<file path="src/rtl/solver_sample_capture.sv">
// solver_sample_capture: periodically samples the RK4 solver outputs {w, i} into a
// first-word-fall-through FIFO and streams them out on a valid/ready interface.
//
// Ports:
//   clk, rst      - clock and synchronous active-high reset
//   enable        - capture enable; when low the tick counter is held at 0
//   decim         - sample period in clocks (0 behaves as 1)
//   i_in, w_in    - solver current and speed (float32, free-running, no strobe)
//   m_tdata       - {w, i} of the FIFO head
//   m_tvalid      - FIFO non-empty
//   m_tready      - consumer accepts the head word
//   level         - FIFO occupancy, 0..DEPTH
//   overflow_cnt  - saturating count of samples dropped because the FIFO was full
//   clear_ovf     - synchronous clear of overflow_cnt (wins over an increment)
module solver_sample_capture #(
  parameter int unsigned DEPTH = 16,
  parameter int unsigned CNT_W = 32,
  parameter int unsigned OVF_W = 16
) (
  input  logic                     clk,
  input  logic                     rst,
  input  logic                     enable,
  input  logic [CNT_W-1:0]         decim,
  input  logic [31:0]              i_in,
  input  logic [31:0]              w_in,
  output logic [63:0]              m_tdata,
  output logic                     m_tvalid,
  input  logic                     m_tready,
  output logic [$clog2(DEPTH):0]   level,
  output logic [OVF_W-1:0]         overflow_cnt,
  input  logic                     clear_ovf
);

  localparam int unsigned AW = $clog2(DEPTH);
  localparam int unsigned LW = AW + 1;

  logic [CNT_W-1:0] cnt_q, cnt_d;
  logic [AW-1:0]    wr_ptr_q, wr_ptr_d;
  logic [AW-1:0]    rd_ptr_q, rd_ptr_d;
  logic [LW-1:0]    level_q, level_d;
  logic [OVF_W-1:0] ovf_q, ovf_d;
  logic [63:0]      tdata_q, tdata_d;
  logic [63:0]      mem_q [DEPTH];

  logic [CNT_W-1:0] period_m1;
  logic             strobe;
  logic             full;
  logic             empty;
  logic             pop;
  logic             push;
  logic             drop;
  logic [63:0]      wdata;
  logic [63:0]      head_d;

  // Tick counter and capture strobe.
  always_comb begin
    period_m1 = (decim == '0) ? '0 : decim - CNT_W'(1);
    // ">=" rather than "==" so that lowering decim below the count fires on the next clock.
    strobe    = enable && (cnt_q >= period_m1);
    cnt_d     = cnt_q;
    if (!enable) begin
      cnt_d = '0;
    end else if (strobe) begin
      cnt_d = '0;
    end else begin
      cnt_d = cnt_q + CNT_W'(1);
    end
  end

  // FIFO control.
  always_comb begin
    full     = (level_q == LW'(DEPTH));
    empty    = (level_q == '0);
    pop      = !empty && m_tready;
    push     = strobe && (!full || pop);
    drop     = strobe && full && !pop;
    wdata    = {w_in, i_in};

    wr_ptr_d = push ? wr_ptr_q + AW'(1) : wr_ptr_q;
    rd_ptr_d = pop  ? rd_ptr_q + AW'(1) : rd_ptr_q;

    level_d  = level_q;
    if (push && !pop) begin
      level_d = level_q + LW'(1);
    end else if (pop && !push) begin
      level_d = level_q - LW'(1);
    end

    // Next head word: the word being written becomes the head only when it lands on the
    // slot the read pointer will point at (FIFO empty after this edge apart from it).
    if (push && (wr_ptr_q == rd_ptr_d)) begin
      head_d = wdata;
    end else begin
      head_d = mem_q[rd_ptr_d];
    end
    // When the FIFO goes empty, hold the last presented word.
    tdata_d = (level_d != '0) ? head_d : tdata_q;
  end

  // Saturating overflow counter; clear wins over a same-cycle drop.
  always_comb begin
    ovf_d = ovf_q;
    if (clear_ovf) begin
      ovf_d = '0;
    end else if (drop && !(&ovf_q)) begin
      ovf_d = ovf_q + OVF_W'(1);
    end
  end

  always_ff @(posedge clk) begin
    if (rst) begin
      cnt_q    <= '0;
      wr_ptr_q <= '0;
      rd_ptr_q <= '0;
      level_q  <= '0;
      ovf_q    <= '0;
      tdata_q  <= '0;
    end else begin
      cnt_q    <= cnt_d;
      wr_ptr_q <= wr_ptr_d;
      rd_ptr_q <= rd_ptr_d;
      level_q  <= level_d;
      ovf_q    <= ovf_d;
      tdata_q  <= tdata_d;
    end
  end

  // Storage needs no reset: contents are only visible through the pointers.
  always_ff @(posedge clk) begin
    if (push) begin
      mem_q[wr_ptr_q] <= wdata;
    end
  end

  assign m_tdata      = tdata_q;
  assign m_tvalid     = (level_q != '0);
  assign level        = level_q;
  assign overflow_cnt = ovf_q;

endmodule

</file>
<file path="config.mk">
export PLATFORM = sky130hd
export DESIGN_NAME = solver_sample_capture
export DESIGN_NICKNAME = d
export VERILOG_FILES = /design/src/rtl/solver_sample_capture.sv
export SDC_FILE = /design/constraint.sdc
export NUM_CORES = 2
export LEC_CHECK = 0
export CAP_MARGIN = 40
export CORE_UTILIZATION = 55
export CTS_BUF_LIST = sky130_fd_sc_hd__clkbuf_8
export DETAILED_ROUTE_END_ITERATION = 7
export PLACE_DENSITY = 0.83
export RECOVER_POWER = 100
export SLEW_MARGIN = 20
export SYNTH_ARGS = -nofsm -noshare
export SYNTH_HDL_FRONTEND = slang
export SYNTH_SLANG_ARGS = --single-unit
</file>
<file path="constraint.sdc">
create_clock -name clk -period 12.7 [get_ports clk]
set_input_delay 1.27 -clock clk [delete_from_list [all_inputs] [get_ports clk]]
set_output_delay 1.27 -clock clk [all_outputs]
set_load 0.01 [all_outputs]
</file>
Word-level counts from Yosys, hierarchy flattened
Memories as Yosys holds them, arrays and structs flattened. A register that Yosys moved wholly into a read port is not among the register bits.
Index checks and enable logic that the tools add are counted.
{ "op_classes": {"addsub": 7, "magnitude_cmp": 1, "eq_ne": 1, "muxes": 6, "bitwise": 1, "n_reduce_logical": 21} }
{ "op_table": {"columns": ["op", "count"], "rows": [
  ["$add A32 B1 Y32 const B", 1],
  ["$ge A32 B32 Y1", 1],
  ["$logic_not A32 Y1", 1],
  ["$mux W32", 1],
  ["$sub A32 B1 Y32 const B", 1],
  ["$add A16 B1 Y16 const B", 1],
  ["$reduce_and A16 Y1", 1],
  ["$mux W5", 2],
  ["$reduce_bool A5 Y1", 2],
  ["$add A4 B1 Y4 const B", 2],
  ["$logic_and A1 B1 Y1", 8],
  ["$add A5 B1 Y5 const B", 1],
  ["$eq A5 B5 Y1 const B", 1],
  ["$logic_not A1 Y1", 5],
  ["$logic_not A5 Y1", 1],
  ["$sub A5 B1 Y5 const B", 1],
  ["$mux W4", 1],
  ["$reduce_or A3 Y1", 1],
  ["$mux W1", 2],
  ["$reduce_or A2 Y1", 1],
  ["$logic_or A1 B1 Y1", 1],
  ["$not A1 Y1", 1]
]} }
{ "word_totals": {"register_bits": 61, "ramBits": 1024, "mem_count": 1} }
{ "mem_list": {"columns": ["memory", "depth", "word_bits", "rd", "rd_ports_with_merged_regs", "wr", "line", "text"], "rows": [
  ["mem_q", 16, 64, 1, 1, 1, "43", "logic [63:0] mem_q [DEPTH];"]
]} }

Longest topological paths before layout
{ "logic_depth": {"word_depth": 10, "depth_mapped": 22, "ltp_nobuf": 19} }

Least setup slack after synthesis
Ideal clock, no wire load.
{ "synth_path": {"path_kind": "input to register", "startpoint": "in decim[5]", "endpoint": "mem mem_q[0][0] (enable)", "arrival_time_ns": 9.273, "slack_ns": 2.862, "cell_stages": 17, "n_path_buf": 2, "path_cell_list": "or4_1 -> nor4_1 -> nand2b_1 -> nor2_1 -> nand3_1 -> nor4_1 -> xor2_1 -> nand2_1 -> ha_1 -> nand4_1 -> nor4_1 -> o2111ai_2 -> nand2_1 -> buf_2 -> clkbuf_1 -> nand2_1 -> nor3_1"} }
{ "synth_between": {"elab_chain_len": 7} }
{ "synth_lines": {"columns": ["item", "line", "text"], "rows": [
  ["start, declared", "23", "input logic [CNT_W-1:0] decim,"],
  ["$sub A32 B1 Y32 / $logic_not A32 Y1 (equally long branches)", "57", "period_m1 = (decim == '0) ? '0 : decim - CNT_W'(1);"],
  ["$mux W32 (*)", "57", null],
  ["$ge A32 B32 Y1 (*)", "59", "strobe = enable && (cnt_q >= period_m1);"],
  ["$logic_and A1 B1 Y1 (*)", "59", null],
  ["$logic_and A1 B1 Y1 (*)", "75", "push = strobe && (!full || pop);"],
  ["$mux W1 (*)", "130", "if (push) begin"],
  ["$mux W1 (not written as such) (*)", "131", "mem_q[wr_ptr_q] <= wdata;"],
  ["end, declared", "43", null]
]} }
Mark *: on every way between the ends. The rest lies on a longest branch, timed or not.

Worst setup path after layout
{ "layout_path": {"startpoint": "in decim[3]", "endpoint": "mem mem_q[5][38] (enable)"} }
Same word-level chain as after synthesis.

==> run metrics <==
antenna-violating nets left 0; DR iter-0 viols 3960; leak pwr 0.01777 uW; Fillers 5687; RSZ-0062 raised after global routing no; CTS sink cnt 1149; CTS tree built; Die W 293.7 um; Worst-Margin Slew 3.751 ns; largest cells by area after synthesis edfxtp_1 66%, dfxtp_1 5.3%, mux4_2 3.4%; count of nets after finishing 3483; status complete, but fails checks; Total GRT Usage 27.45%; syn_nets 3290; WL/cell 25.86 um; Hold Crit Start cnt_q[0]$_SDFF_PP0_; Clk pwr share 27.7%; final slew viol count 951; Slowest-stage cell, CP clkbuf_1; Net Sw Power 3285 uW; Syn Area/Cell 14.88 um2; CTS Buf Count 173; worst path cell trace dlygate4sd3_1 > or4_1 > nor4_1 > nand2b_1 > nor2_1 > nand3_1 > nor4_1 > xor2_1 > nand2_1 > ha_1 > nand4_1 > nor4_1 > o2111ai_2 > nand2_1 > and3_1 > clkbuf_1 > clkbuf_1; Ys Warns 0; failing checks max-capacitance violations, max-slew violations; CTS Hold Bufs 0; part of the power in registers 43.0%; worst hold margin 0.4861 ns; VDD IR max 0.0003299 V; met1 Usage GRT 36.33%; power density over the cells 190.0 nW/um2; Crit Path Max Fanout 39; Post-synth EDFFs 1024; Root Buffer Master clkbuf_8; most numerous cell in the Yosys netlist edfxtp_1; Fmax 0.1011 GHz; # IOs 187; Synth Instances 3146; max_cap viols 29; Tot Pwr 10060 uW; vias per inst 6.463; end of the worst hold path cnt_q[0]$_SDFF_PP0_; global-route wire length before repair 176700 um; # rows 106; Combinational Power Share 29.2%; vias in the first global route 29160; die height 293.7 um; endpoint class of the critical path flip-flop; Die Footprint 86280 um2; IO buf count 186; Layout area overhead 13.10%; switching share of power 32.65%; #FFs+latches synth 1149; footprint of the multi-input gates 12480 um2; cell area after synthesis 46810 um2; Sum Neg Setup Slack 0 ns; Worst R2R End m_tdata[22]$_SDFFE_PP0P_; internal cell power 6776 uW; Arrival @ worst endpoint 10.23 ns; utilization after layout 63.06%; fraction of registers with async set/reset 0%; Clock Skews 0.05190 ns; Seq. cell area 33250 um2; initial antenna violation count 17; layout cells sized above 1 9.934%; Final period util 77.86%; most used cell, CP nor4_1; via count 29890; routability congestion estimate from global placement 0.8438; CTS clk-pin slew, worst paths 0.06 ns; Post-DP HPWL 64530 um; Initial Util 55.76%; CORE AREA 83950 um2; RR Startpoint level[0]$_SDFF_PP0_; slew margin rel. -150.1%; post-route minimum period 9.888 ns; WHS Path Cells 1; CP Launch Type primary input; CP bufs+invs 3; # setup viols final 0; # H-tree levels 4; Fin. Hold Viols 0; R2R setup slack 4.95 ns; path depth of the worst reg2reg path 14; GR peak layer met2; worst hold path type reg2reg; grt ovf 0; top-area cell type share of the netlist area 65.69%; Crit Path Category in2reg; Post-CTS Setup Bufs 0; Synth cell types 65; Worst-Skew Late Latency 0.84 ns; Seq/Total Area, Yosys 71.04%; slowest stage delay, CP 2.52 ns; largest net degree at the start of global routing 180; Post-CTS Resized 0; Synth top cells by count 1024 x edfxtp_1, 335 x nand2_1, 189 x a211oi_1, 189 x a21oi_1, 154 x clkbuf_1; GR Layer Usage met3 6.367%; ys flop type edfxtp_1; DRC 0; Crit path required time 13.04 ns; CTS Buffer Depth 3; Post-Route WL 119600 um; Synth area leader edfxtp_1; delay-heaviest family, CP simple AND/OR/NAND/NOR gates; DR pass1 iterations 6; met2 Use GR 43.79%
==> layer usage <==
metal  part of all wire (%)  wire, um
met1                     37     44450
met3                     12     14050
met4                    3.2      3775
met5                  0.011        13
met2                     48     57320
==> area by class of cell <==
class / count / area share (%)
diodes: 8 / 0.03781
inverters: 10 / 0.07090
repair buffers: 252 / 4.816
clock inverters: 134 / 1.198
multi-input cells: 1753 / 23.58
well taps: 1134 / 2.680
flip-flops and latches: 1149 / 62.81
clock buffers: 185 / 4.809
==> how the worst max path moves through the flow <==
stage | startpoint | to | slack [ns] | depth (start not counted)
detailed placement | decim[3] | m_tdata[32]$_SDFFE_PP0P_ | 4.48 | 21
global placement | decim[3] | m_tdata[22]$_SDFFE_PP0P_ | 4.43 | 19
floorplan | decim[5] | mem_q[0][0]$_DFFE_PP_ | 2.86 | 17
global route | decim[3] | mem_q[5][38]$_DFFE_PP_ | 2.39 | 17
finish | decim[3] | mem_q[5][38]$_DFFE_PP_ | 2.81 | 17
CTS | decim[3] | m_tdata[49]$_SDFFE_PP0P_ | 5.33 | 21
==> per-stage QoR <==
stage / cells / setup slack (ns) / cell area [um2]
2_1_floorplan: 3146 / 2.862 / 46810
3_3_place_gp: 4275 / 4.433 / 49550
3_5_place_dp: 4292 / 4.477 / 49920
4_1_cts: 4611 / 5.334 / 53100
5_1_grt: 4620 / 2.393 / 52930
6_report: 4625 / 2.812 / 52940
==> cell families after synthesis <==
group / count (synthesis) / share of synthesized area (%)
buffers and inverters: 244 / 2.427
xor gates and xnor gates: 84 / 1.612
and+or+nand+nor: 761 / 7.802
muxes: 198 / 6.153
adders and majority gates: 43 / 1.149
DFF: 1149 / 71.04
AOI/OAI and AO/OA: 667 / 9.820
==> power by group through the flow <==
stage	Sequential (uW)	Combinational (uW)	Clock, uW
3_5_place_dp	4400	2930	0
3_3_place_gp	4400	2770	0
5_1_grt	4330	3120	2950
4_1_cts	4330	2950	2800
2_1_floorplan	4380	2090	0
6_report	4330	2940	2790
==> state kept, by name, indices dropped and copies added (netlist names) <==
signal and flops:
mem_q 1024, rd_ptr_q 4, cnt_q 32, m_tdata 64, overflow_cnt 16, level 5
wr_ptr_q 4
==> placed cells by master, fill, tap and decap left out, types with 5 or more instances in the layout <==
cell and instances:
a211oi_1 194, a21oi_1 189, a221oi_1 8, a22oi_1 57, a311oi_1 65, a31oi_1 65, and3_1 150, buf_12 13
buf_16 7, buf_4 18, clkbuf_1 28, clkbuf_8 185, clkdlybuf4s50_1 34, clkinv_1 50, clkinv_2 9, dfxtp_1 125
diode_2 8, dlygate4sd3_1 151, edfxtp_1 1024, ha_1 43, inv_1 71, inv_12 5, mux2_2 7, mux2i_1 119
mux4_2 71, nand2_1 335, nand2b_1 5, nand3_1 28, nand4_1 17, nor2_1 94, nor2b_1 9, nor3_1 20
nor4_1 75, o211ai_1 58, o21ai_0 7, xnor2_1 28, xor2_1 52
Note: power is estimated with default switching activity, not from simulation.
